$ cat src/rtl/cpmg_pkg.sv
`default_nettype none
// ============================================================================
// Module  : cpmg_pkg
// Brief   : Shared types and constants for the CPMG pulse sequencer.
// Revision: 1.0 - initial release
// ============================================================================
package cpmg_pkg;

    typedef enum logic [2:0] {
        IDLE     = 3'd0,
        SETUP90  = 3'd1,
        SETUP180 = 3'd2,
        LOAD     = 3'd3,
        FIRE     = 3'd4,
        TAIL     = 3'd5,
        DONE     = 3'd6
    } state_t;

    localparam logic [1:0] c_addr_w90    = 2'd0;
    localparam logic [1:0] c_addr_w180   = 2'd1;
    localparam logic [1:0] c_addr_period = 2'd2;
    localparam logic [1:0] c_addr_count  = 2'd3;

    localparam int MIN_INTERVAL = 8;

endpackage
`default_nettype wire

$ cat src/rtl/nmr_interval_timer.sv
`default_nettype none
// ============================================================================
// Module  : nmr_interval_timer
// Brief   : Free-running interval counter with synchronous clear and a
//           terminal flag raised when the count equals a programmable limit.
// Revision: 1.0 - initial release
// ============================================================================
module nmr_interval_timer #(
    parameter int PERIOD_W = 16
) (
    input  logic                clk,
    input  logic                reset,
    input  logic                en,
    input  logic                clr,
    input  logic [PERIOD_W-1:0] limit,
    output logic                terminal
);

    localparam logic [PERIOD_W-1:0] c_one = PERIOD_W'(1);

    logic [PERIOD_W-1:0] r_count;

    always_ff @(posedge clk or posedge reset) begin
        if (reset) begin
            r_count <= '0;
        end else if (clr) begin
            r_count <= '0;
        end else if (en) begin
            r_count <= r_count + c_one;
        end
    end

    assign terminal = (r_count == limit);

endmodule
`default_nettype wire

$ cat src/rtl/cpmg_pulse_sequencer.sv
`default_nettype none
// ============================================================================
// Module  : cpmg_pulse_sequencer
// Brief   : Plays one CPMG train (90 deg pulse + N 180 deg pulses) into the
//           H-bridge drive stage: width word, load strobe and run enable.
// Revision: 1.0 - initial release
// ============================================================================
module cpmg_pulse_sequencer
    import cpmg_pkg::*;
#(
    parameter int PERIOD_W = 16,
    parameter int COUNT_W  = 12
) (
    input  logic        clk,
    input  logic        reset,
    input  logic        cfg_we,
    input  logic [1:0]  cfg_addr,
    input  logic [15:0] cfg_data,
    input  logic        start,
    input  logic        stop,
    output logic [15:0] width_out,
    output logic        load_out,
    output logic        bridge_en,
    output logic        echo_tick,
    output logic        busy,
    output logic        done
);

    localparam logic [PERIOD_W-1:0] c_min_iv    = PERIOD_W'(MIN_INTERVAL);
    localparam logic [PERIOD_W-1:0] c_one_p     = PERIOD_W'(1);
    localparam logic [COUNT_W-1:0]  c_one_c     = COUNT_W'(1);

    state_t               r_state;
    state_t               w_next;
    logic [15:0]          r_w90;
    logic [15:0]          r_w180;
    logic [PERIOD_W-1:0]  r_period;
    logic [COUNT_W-1:0]   r_count;
    logic [COUNT_W-1:0]   r_remain;
    logic                 r_first;
    logic [15:0]          r_width;

    logic [PERIOD_W-1:0]  w_half;
    logic [PERIOD_W-1:0]  w_first_iv;
    logic [PERIOD_W-1:0]  w_later_iv;
    logic [PERIOD_W-1:0]  w_limit;
    logic                 w_terminal;
    logic                 w_enter_setup;
    logic                 w_idle;

    assign w_idle = (r_state == IDLE);

    // Configuration is frozen for the whole train.
    always_ff @(posedge clk or posedge reset) begin
        if (reset) begin
            r_w90    <= '0;
            r_w180   <= '0;
            r_period <= '0;
            r_count  <= '0;
        end else if (cfg_we && w_idle) begin
            case (cfg_addr)
                c_addr_w90:    r_w90    <= cfg_data;
                c_addr_w180:   r_w180   <= cfg_data;
                c_addr_period: r_period <= PERIOD_W'(cfg_data);
                c_addr_count:  r_count  <= COUNT_W'(cfg_data);
                default:       r_w90    <= r_w90;
            endcase
        end
    end

    assign w_half     = r_period >> 1;
    assign w_first_iv = (w_half   < c_min_iv) ? c_min_iv : w_half;
    assign w_later_iv = (r_period < c_min_iv) ? c_min_iv : r_period;
    assign w_limit    = (r_first ? w_first_iv : w_later_iv) - c_one_p;

    assign w_enter_setup = (w_next == SETUP90) || (w_next == SETUP180);

    nmr_interval_timer #(
        .PERIOD_W (PERIOD_W)
    ) u_timer (
        .clk      (clk),
        .reset    (reset),
        .en       (!w_idle),
        .clr      (w_enter_setup),
        .limit    (w_limit),
        .terminal (w_terminal)
    );

    always_ff @(posedge clk or posedge reset) begin
        if (reset) begin
            r_state <= IDLE;
        end else begin
            r_state <= w_next;
        end
    end

    // Once the last pulse is fired, TAIL finishes out its interval.
    always_comb begin
        w_next = r_state;
        case (r_state)
            IDLE:     if (start) w_next = SETUP90;
            SETUP90:  w_next = LOAD;
            SETUP180: w_next = LOAD;
            LOAD:     w_next = FIRE;
            FIRE: begin
                if (w_terminal) begin
                    w_next = (r_remain != '0) ? SETUP180 : DONE;
                end else if (r_remain == '0) begin
                    w_next = TAIL;
                end
            end
            TAIL:     if (w_terminal) w_next = DONE;
            DONE:     w_next = IDLE;
            default:  w_next = IDLE;
        endcase
        if (stop) begin
            w_next = IDLE;
        end
    end

    always_ff @(posedge clk or posedge reset) begin
        if (reset) begin
            r_remain <= '0;
            r_first  <= 1'b0;
            r_width  <= '0;
        end else begin
            if (w_next == SETUP90) begin
                r_remain <= r_count;
                r_first  <= 1'b1;
                r_width  <= r_w90;
            end else if (w_next == SETUP180) begin
                r_remain <= r_remain - c_one_c;
                r_first  <= 1'b0;
                r_width  <= r_w180;
            end
        end
    end

    always_comb begin
        load_out  = 1'b0;
        bridge_en = 1'b0;
        echo_tick = 1'b0;
        done      = 1'b0;
        busy      = !w_idle;
        case (r_state)
            SETUP180: echo_tick = 1'b1;
            LOAD:     load_out  = 1'b1;
            FIRE:     bridge_en = 1'b1;
            TAIL:     bridge_en = 1'b1;
            DONE:     done      = 1'b1;
            default:  done      = 1'b0;
        endcase
    end

    assign width_out = r_width;

endmodule
`default_nettype wire
$ cat config.mk
export PLATFORM = sky130hd
export DESIGN_NAME = cpmg_pulse_sequencer
export DESIGN_NICKNAME = d
export VERILOG_FILES = /design/src/rtl/cpmg_pkg.sv /design/src/rtl/nmr_interval_timer.sv /design/src/rtl/cpmg_pulse_sequencer.sv
export SDC_FILE = /design/constraint.sdc
export NUM_CORES = 1
export LEC_CHECK = 0
export CORE_MARGIN = 4
export CORE_UTILIZATION = 53
export DETAILED_ROUTE_END_ITERATION = 10
export PLACE_DENSITY = 0.87
export SLEW_MARGIN = 20
export SYNTH_ARGS = -nofsm -noshare
export SYNTH_HDL_FRONTEND = slang
export SYNTH_SLANG_ARGS = --single-unit
export TNS_END_PERCENT = 5
$ cat constraint.sdc
create_clock -name clk -period 3.35 [get_ports clk]
set_input_delay 0.5025 -clock clk [delete_from_list [all_inputs] [get_ports clk]]
set_output_delay 0.5025 -clock clk [all_outputs]
set_load 0.03 [all_outputs]
==> results_dict.tcl, run 1 <==
set metrics [dict create \
    synth_warnings 0 \
    drive_gt1_share_pct 29.9 \
    synth_edf_count 0 \
    fin_crit_sh_pct 107 \
    numClockSinks 108 \
    hold_path_class "register to register" \
    path_cells "nor4_4, nand3_2, nor2_2, nor2_2, a32oi_1, ha_2, nand4_1, and3b_1, nand4_1, a211oi_2, buf_4, nand4_4, o211ai_4, a21oi_4, buf_6, buf_12, a2bb2oi_2" \
    cts_hold_buf 0 \
    area_growth_pct 23.3 \
    synth_flop_cell "dfrtp_1" \
    cp-start-kind "register" \
    grt_pass1_wl_um 25900 \
    setup.worst_path.end_class "register" \
    antenna_cells 0 \
    grt_pass1_vias 4909 \
    rows 38 \
    relSlewSlack_pct 48.1 \
    cts-root-buf "clkbuf_8" \
    vias 4830 \
    drv_slew 0 \
    synth_area_per_cell_um2 10.9 \
    finalSetupTns_ps -8350 \
    fp.dieH_um 113 \
    drt_iter0_markers 336 \
    htree_levels 3 \
    crit_type "register to register" \
    rsz0062_at_grt "yes" \
    yosys-top-cells-count "108 x dfrtp_1, 62 x mux2_2, 34 x nor2_1" \
    yosysMostFrequentCell "dfrtp_1" \
    worst_path_max_delay_cell "dfrtp_2" \
    nNetsFinal 647 \
    io_buffers 43 \
    grt_start_max_net_pins 109 \
    yosys.area.top_type "dfrtp_1" \
    syn_nets 565 \
    coreArea_um2 10800 \
    ir_worst_vdd_mv 0.661 \
    gp_congestion 0.936 \
    syn_area_um2 5860 \
    totalWireLength_um 15800 \
    antenna_left 0 \
    place_area_um2 6800 \
    clock_skew_ps 22.4 \
    synth_cell_types 62 \
    finalInstanceArea_um2 7220 \
    antenna_found_initial 0 \
    io_pins 44 \
    power_density_nw_per_um2 956 \
    routedWlPerCell_um 20.7 \
    grt_overflow 0 \
    die_area_um2 12800 \
    max_freq_mhz 278 \
    dr.pass1.iters 6 \
    hpwl_um 11500 \
    finalWorstSetupSlack_ps -246 \
    finalSetupViolations 45 \
    cts_buffer_depth 2 \
    worstPathRequired_ps 3630 \
    finalHoldViolations 0 \
    viasPerCell 6.31 \
    yosysSeqAreaShare_pct 46.1 \
    p_leak_nw 3.00 \
    max_stage_delay_ps 470 \
    cp.arrival_ps 3870 \
    yosys.area.top_type_share_pct 46.1 \
    synthTopCellsByArea "dfrtp_1 46%, mux2_2 12%, a2bb2oi_2 3.8%" \
    tritoncts "done" \
    ys_ff_latch 108 \
    rrSetupSlack_ps -250 \
    die_w_um 113 \
    synth_cells 539 \
    crit_fanout 19 \
    cap_violations 0 \
    path_clk_slew_ps 120 \
    worst-slew-pin-transition_ps 776 \
    drc_errors 0 \
    async_flop_share_pct 100 \
    status "finished with violations" \
    post-route-min-period_ps 3600 \
    violations "negative setup slack" \
    grtUsageTotal_pct 25.5 \
    initial_core_util_pct 54.1 \
    insertion_delay_ps 390 \
    cts_buffers 9 \
]
## final cells by class
| class | count | area, um^2 |
|---|---|---|
| Tap cell | 140 | 175 |
| Clock buffer | 9 | 124 |
| Timing Repair Buffer | 97 | 955 |
| Inverter | 17 | 66.3 |
| Clock inverter | 7 | 75.1 |
| Sequential cell | 108 | 2710 |
| Fill cell | 769 | 3620 |
| Multi-Input combinational cell | 388 | 3120 |
## critical path, delay by kind of cell (launching register included)
family	cells	cell delay, ps
fa+ha+maj	1	210
flops	1	470
compound gates	5	1050
buf+inv	3	450
simple gates	8	1310
## sequential cells by signal, indices dropped and copies added, names as in the netlist
register,cells
width_out,16
r_state,3
r_first,1
r_period,16
u_timer.r_count,16
r_count,12
r_w90,16
r_remain,12
r_w180,16
## power by group
group          internal (mW)  total (mW)  switching, mW
clock network          0.295       0.795          0.500
logic                   1.81        3.63           1.82
registers               1.88        2.48          0.599
## per-stage QoR
stage                     worst slack, ps  cells  util (%)  hold slack, ps  total power, mW
after global placement              -59.2    739      62.7             489             5.64
final                                -246    766      66.6             526             6.90
after detailed placement             -164    739      62.7             499             5.82
after global routing                 -401    766      66.6             540             7.30
after CTS                            -124    760      65.8             526             6.78
after floorplan                    -0.502    539         -             480             4.56
## per-layer routing
metal  global-route usage, %  up-vias  wire length [um]
met4                    12.7        0               716
met2                    40.7      196              7590
met1                    33.6     2398              6560
met3                    4.87       51               975
met5                       0        -                 0
li1                        -     2185                 -
## cells in the final DEF (no fill, tap or decap), types with 3 or more instances in the layout
cell type / netlist / final
nor3_1: 12 / 9
nor4_4: 0 / 3
or3_1: 6 / 6
a211oi_1: 4 / 4
mux2_2: 62 / 62
nor3b_1: 5 / 4
or4_1: 5 / 4
dfrtp_1: 108 / 105
o211ai_1: 5 / 5
or3b_2: 3 / 3
buf_6: 2 / 3
o22ai_2: 0 / 4
nor2_1: 34 / 32
xor2_1: 19 / 19
clkbuf_8: 0 / 9
and3_1: 4 / 4
o21ai_0: 10 / 9
and2_1: 4 / 4
nor3_2: 0 / 3
a32oi_1: 4 / 3
nor2b_1: 6 / 6
dfrtp_2: 0 / 3
a2bb2oi_2: 15 / 15
nand4_1: 16 / 16
mux2i_1: 10 / 10
a21oi_1: 20 / 20
o22ai_1: 24 / 20
inv_6: 0 / 3
nand2_1: 30 / 30
buf_12: 0 / 7
clkdlybuf4s50_1: 0 / 43
xnor2_1: 13 / 13
nand2b_1: 8 / 8
nand3_1: 12 / 11
nor4_1: 6 / 4
inv_1: 16 / 15
buf_4: 1 / 43
a2bb2oi_1: 11 / 10
## timing repair
item / 4_1_cts / 5_1_grt
gates cloned: 1 / 0
pin swaps: 8 / 14
setup endpoints to repair: 45 / 45
setup buffers: 4 / 7
hold endpoints to repair: 0 / 0
gates resized for setup: 12 / 19
## worst paths after layout
check | from | end | cells past startpoint
min in group asynchronous | reset | width_out[2] | 3
hold reg to reg | r_count[10] | r_count[10] | 1
hold / removal | r_count[10] | r_count[10] | 1
setup / recovery | r_period[10] | width_out[1] | 17
max in group asynchronous | reset | r_period[9] | 3
setup reg to reg | r_period[10] | width_out[1] | 17
## cells by family (layout without fill, tap and decap cells)
| group | Yosys count | in the layout | synth area share [%] |
|---|---|---|---|
| buf+inv | 43 | 130 | 3.22 |
| fa+ha+maj | 3 | 3 | 0.641 |
| compound gates | 120 | 120 | 16.6 |
| simple gates | 161 | 161 | 15.0 |
| flops | 108 | 108 | 46.1 |
| mux | 72 | 72 | 13.6 |
| xor+xnor | 32 | 32 | 4.78 |
(Power assumes the default switching activity.)
==> run 2: changes to the inputs <==
--- a/config.mk
+++ b/config.mk
@@ -6,7 +6,7 @@
 export NUM_CORES = 1
 export LEC_CHECK = 0
 export CORE_MARGIN = 4
-export CORE_UTILIZATION = 53
+export CORE_UTILIZATION = 55
 export DETAILED_ROUTE_END_ITERATION = 10
 export PLACE_DENSITY = 0.87
 export SLEW_MARGIN = 20
==> constraint.sdc (replaced) <==
create_clock -name clk -period 4.5 [get_ports clk]
set_input_delay 0.675 -clock clk [delete_from_list [all_inputs] [get_ports clk]]
set_output_delay 0.675 -clock clk [all_outputs]
set_load 0.03 [all_outputs]
==> run 2 against run 1 <==
Sequential share of layout area increased by 3.0 points. Wire length decreased by 8.8%. Sequential cell count unchanged. Die area decreased by 3.4%. The flow now finishes without violations. Design area decreased by 7.5%. Register-to-register slack improved by 560 ps. Maximum frequency decreased by 14%. Count of clock-buffer cells in the layout unchanged. Worst setup slack improved by 560 ps. Clock power decreased by 23%. Power decreased by 32%. Cell count decreased by 5.9%.
==> results_dict.tcl, run 2 (synthesized netlist as in run 1, its figures left out) <==
set metrics [dict create \
    die_area_um2 12400 \
    setup.worst_path.end_class "register" \
    cp.arrival_ps 4490 \
    r2r-start "r_period[8]" \
    hp-start "r_count[7]" \
    grt_pass1_wl_um 23600 \
    power_density_nw_per_um2 702 \
    htree_levels 3 \
    final_cell_mix "108 x dfrtp_1, 62 x mux2_2, 43 x clkdlybuf4s50_1" \
    hpwl_um 10500 \
    cap_violations 0 \
    cp-start-kind "register" \
    finalSetupViolations 0 \
    max_freq_mhz 239 \
    antenna_found_initial 0 \
    grt_start_max_net_pins 76 \
    post_cts_buffers 0 \
    cts-root-buf "clkbuf_8" \
    rrSetupSlack_ps 310 \
    cts_buffer_depth 2 \
    numClockSinks 108 \
    fin_crit_sh_pct 93.0 \
    area_growth_pct 14.1 \
    crit_fanout 34 \
    viasPerCell 6.33 \
    finalWorstSetupSlack_ps 313 \
    routedWlPerCell_um 20.0 \
    fp.dieH_um 111 \
    cts_hold_buf 0 \
    totalWireLength_um 14500 \
    gp_congestion 0.924 \
    mostFrequentLayoutCell "dfrtp_1" \
    status "complete, no violations" \
    min_path_cells 1 \
    relSlewSlack_pct 39.7 \
    finalHoldViolations 0 \
    path_cells "nor4_1, nand3_2, nor2_1, nor2_1, a32oi_1, ha_1, nand4_1, nor3b_1, a21oi_1, and4b_1, nand4_4, o21a_1, a21oi_4, buf_12, a2bb2oi_1" \
    nNetsFinal 606 \
    cp_common_cell "nor2_1" \
    post-route-min-period_ps 4190 \
    worst-slew-pin-transition_ps 905 \
    hold_path_class "register to register" \
    io_buffers 43 \
    drive_gt1_share_pct 21.2 \
    worst_path_max_delay_cell "nor4_1" \
    grt_pass1_vias 4525 \
    clock_skew_ps 19.2 \
    dp_slack_ps 317 \
    drv_slew 0 \
    p_leak_nw 2.75 \
    r2r_cells 15 \
    dr.pass1.iters 5 \
    endpoint "width_out[15]" \
    drc_errors 0 \
    vias 4567 \
    critPathLaunch "r_period[8]" \
    insertion_delay_ps 390 \
    r2r_end "width_out[15]" \
    crit_type "register to register" \
    fillers 803 \
    grtUsageTotal_pct 24.0 \
    die_w_um 111 \
    worstPathRequired_ps 4810 \
    whs_ps 522 \
    ctsResizeCount 0 \
    max_stage_delay_ps 540 \
    ir_worst_vdd_mv 0.424 \
    tritoncts "done" \
    grt_overflow 0 \
    initial_core_util_pct 56.5 \
    power_mw 4.69 \
    antenna_cells 0 \
    cts_buffers 9 \
    io_pins 44 \
    rows 37 \
    drt_iter0_markers 403 \
    path_clk_slew_ps 110 \
    coreArea_um2 10400 \
    antenna_left 0 \
    finalSetupTns_ps 0 \
]
## run 2: cell types whose count changed in the layout (fill, tap and decap cells not counted), sizes merged
cell and change:
inv +1, clkinv -1, buf -41
## run 2: through the flow
stage | cell area, um^2 | utilization (%) | std cells
after floorplan | 5860 | - | 539
after global placement | 6470 | 62.4 | 705
after detailed placement | 6470 | 62.4 | 705
after CTS | 6680 | 64.4 | 721
after global routing | 6680 | 64.5 | 721
final | 6680 | 64.5 | 721
## run 2: how the worst min path moves through the flow
stage | endpoint | slack (ps)
final | r_count[7] | 520
after global routing | r_w180[6] | 530
after detailed placement | r_w180[6] | 490
after global placement | r_w180[6] | 490
after floorplan | r_count[10] | 480
after CTS | r_count[7] | 520
## run 2: cell type report
class / instances / area, um^2 / area share [%]
inverters: 17 / 66.3 / 0.992
repair buffers: 56 / 553 / 8.27
well taps: 136 / 170 / 2.55
flip-flops and latches: 108 / 2700 / 40.4
multi-input cells: 388 / 2980 / 44.6
clock buffers: 9 / 124 / 1.85
clock inverters: 7 / 83.8 / 1.25
## run 2: per-layer routing
metal  vias to the layer above  routed length (um)  GRT usage (%)
met3                        20                 942           5.13
li1                       2096                   -              -
met4                         0                 255           8.19
met5                         -                   0              0
met1                      2275                6400           32.6
met2                       176                6860           38.2
## run 2: power breakdown
| group | internal (mW) | total [mW] | switching [mW] | leakage (nW) |
|---|---|---|---|---|
| registers | 1.40 | 1.82 | 0.425 | 1.30 |
| clock network | 0.226 | 0.611 | 0.384 | 0.104 |
| logic | 1.08 | 2.26 | 1.18 | 1.35 |
| total | 2.71 | 4.69 | 1.99 | 2.75 |
## run 2: worst max-delay path: cells and delay by family (launching register included)
kind	cells	cell delay, ps
adders and majority gates	1	210
and+or+nand+nor	8	2060
DFF	1	490
buffers and inverters	1	240
AOI/OAI and AO/OA	5	1100
==> run 3: changes to the inputs <==
--- a/config.mk
+++ b/config.mk
@@ -6,9 +6,9 @@
 export NUM_CORES = 1
 export LEC_CHECK = 0
 export CORE_MARGIN = 4
-export CORE_UTILIZATION = 55
+export CORE_UTILIZATION = 63
 export DETAILED_ROUTE_END_ITERATION = 10
-export PLACE_DENSITY = 0.87
+export PLACE_DENSITY = 0.95
 export SLEW_MARGIN = 20
 export SYNTH_ARGS = -nofsm -noshare
 export SYNTH_HDL_FRONTEND = slang
==> run 3 against run 2 <==
Via count grew 5.8%. Sequential power increased by 4%. Sequential share of layout area up 0.59 points. Largest power group unchanged. Largest cell class unchanged. Maximum frequency is 1.6% higher. Sequential cell count stayed put.
==> results_dict.tcl, run 3 (synthesized netlist as in run 1, its figures left out) <==
set metrics [dict create \
    drc_errors 0 \
    cts-root-buf "clkbuf_8" \
    numClockSinks 108 \
    grt-busiest-layer "met2" \
    whs_ps 521 \
    p_comb_share_pct 47.2 \
    hpwl_um 11000 \
    worstPathRequired_ps 4740 \
    grt_pass1_vias 4975 \
    mostFrequentLayoutCell "dfrtp_1" \
    rrSetupSlack_ps 380 \
    area_growth_pct 12.4 \
    grt_overflow 0 \
    use_met1_pct 38.9 \
    finalSetupViolations 0 \
    worst-slew-pin-transition_ps 807 \
    cap_violations 0 \
    rows 34 \
    tritoncts "done" \
    grt_util_met2_pct 47.7 \
    cp.arrival_ps 4360 \
    cts_buffers 9 \
    drive_gt1_share_pct 20.3 \
    drt_iter0_markers 624 \
    clock_skew_ps 16.5 \
    p_seq_share_pct 40.1 \
    coreArea_um2 8890 \
    grt_pass1_wl_um 25900 \
    nNetsFinal 602 \
    fp.dieH_um 104 \
    totalWireLength_um 16000 \
    post_cts_buffers 0 \
    final_cell_mix "108 x dfrtp_1, 62 x mux2_2, 43 x clkdlybuf4s50_1" \
    die_area_um2 10900 \
    max_freq_mhz 243 \
    routedWlPerCell_um 23.2 \
    use_met3_pct 5.71 \
    antenna_cells 0 \
    r2r-start "r_period[11]" \
    io_buffers 43 \
    crit_type "register to register" \
    power.share.clock_pct 12.7 \
    path_clk_slew_ps 120 \
    endpoint "u_timer.r_count[14]" \
    grtUsageTotal_pct 29.8 \
    finalInstanceArea_um2 6590 \
    post-route-min-period_ps 4120 \
    p_sw_mw 2.05 \
    post-route-util_pct 74.1 \
    hold_path_class "register to register" \
    vias 4831 \
    cp-start-kind "register" \
    htree_levels 3 \
    setup.worst_path.end_class "register" \
    dr.pass1.iters 6 \
    fin_crit_sh_pct 91.5 \
    swShare_pct 43.5 \
    insertion_delay_ps 380 \
    power_density_nw_per_um2 717 \
    grt_start_max_net_pins 63 \
    die_w_um 104 \
    critPathLaunch "r_period[11]" \
    initial_core_util_pct 65.9 \
    p_leak_nw 2.72 \
    crit_fanout 34 \
    p_int_mw 2.67 \
    r2r_end "u_timer.r_count[14]" \
    gp_congestion 0.915 \
    viasPerCell 7.01 \
    drv_slew 0 \
    antenna_found_initial 0 \
    cts_buffer_depth 2 \
    place_area_um2 6380 \
    relSlewSlack_pct 46.2 \
    finalHoldViolations 0 \
    io_pins 44 \
    ir_worst_vdd_mv 0.491 \
    antenna_left 0 \
    status "complete, no violations" \
    r2r_cells 14 \
    cts_hold_buf 0 \
]
-- run 3: changes by cell type in the layout (fill, tap and decap cells not counted), sizes merged --
cell | previous run | this run
clkinv | 3 | 4
inv | 21 | 19
buf | 13 | 9
clkbuf | 9 | 10
-- run 3: final cells by class --
type / instances / area (um^2)
clock buffer: 10 / 138
timing repair buffer: 52 / 498
fill: 538 / 2300
inverter: 17 / 66.3
tap: 108 / 135
multi-input combinational: 388 / 2990
sequential: 108 / 2700
clock inverter: 6 / 62.6
-- run 3: through the flow --
step	cells	worst slack, ps	power [mW]	TNS (ps)
after detailed placement	673	359	4.03	0
final	689	380	4.72	0
after global routing	689	-18.9	4.97	-34.4
after CTS	689	340	4.66	0
after floorplan	539	979	3.37	0
after global placement	673	513	3.89	0
-- run 3: worst min-delay path by stage --
stage	cells after the start	to	start	slack (ps)
after floorplan	1	r_count[10]	r_count[10]	480
after global placement	1	r_w180[5]	r_w180[5]	490
after detailed placement	1	r_count[6]	r_count[6]	490
after CTS	1	r_w90[13]	r_w90[13]	520
after global routing	1	r_count[6]	r_count[6]	530
final	1	r_w180[8]	r_w180[8]	520
-- run 3: power groups by stage --
stage               logic [mW]  registers, mW  clock network, mW
floorplan                 1.56           1.82                  0
global placement          2.07           1.82                  0
detailed placement        2.17           1.87                  0
CTS                       2.20           1.86              0.601
global route              2.39           1.94              0.639
finish                    2.23           1.89              0.601
-- run 3: repair_timing --
item / in CTS / in global routing
endpoints found under the hold margin: 0 / 0
gates resized for setup: 0 / 1
setup endpoints to repair: 0 / 34
-- run 3: routing by layer --
metal / vias to the layer above / routed length [um] / share of wire (%)
met5: - / 0 / 0
met4: 0 / 802 / 5.0
met3: 78 / 1380 / 8.6
met2: 322 / 7710 / 48
met1: 2357 / 6110 / 38
li1: 2074 / - / -
-- run 3: critical path: stages (launching register included) --
cell and delay, ps:
dfrtp_1 510, nor4_4 420, nand3_1 140, buf_4 190, a32oi_1 210, ha_1 220
nand4_1 110, nor3b_1 330, a21oi_1 70, and4b_1 370, nand4_4 190, o21a_1 450
a21oi_4 190, buf_4 410, nor2_1 130
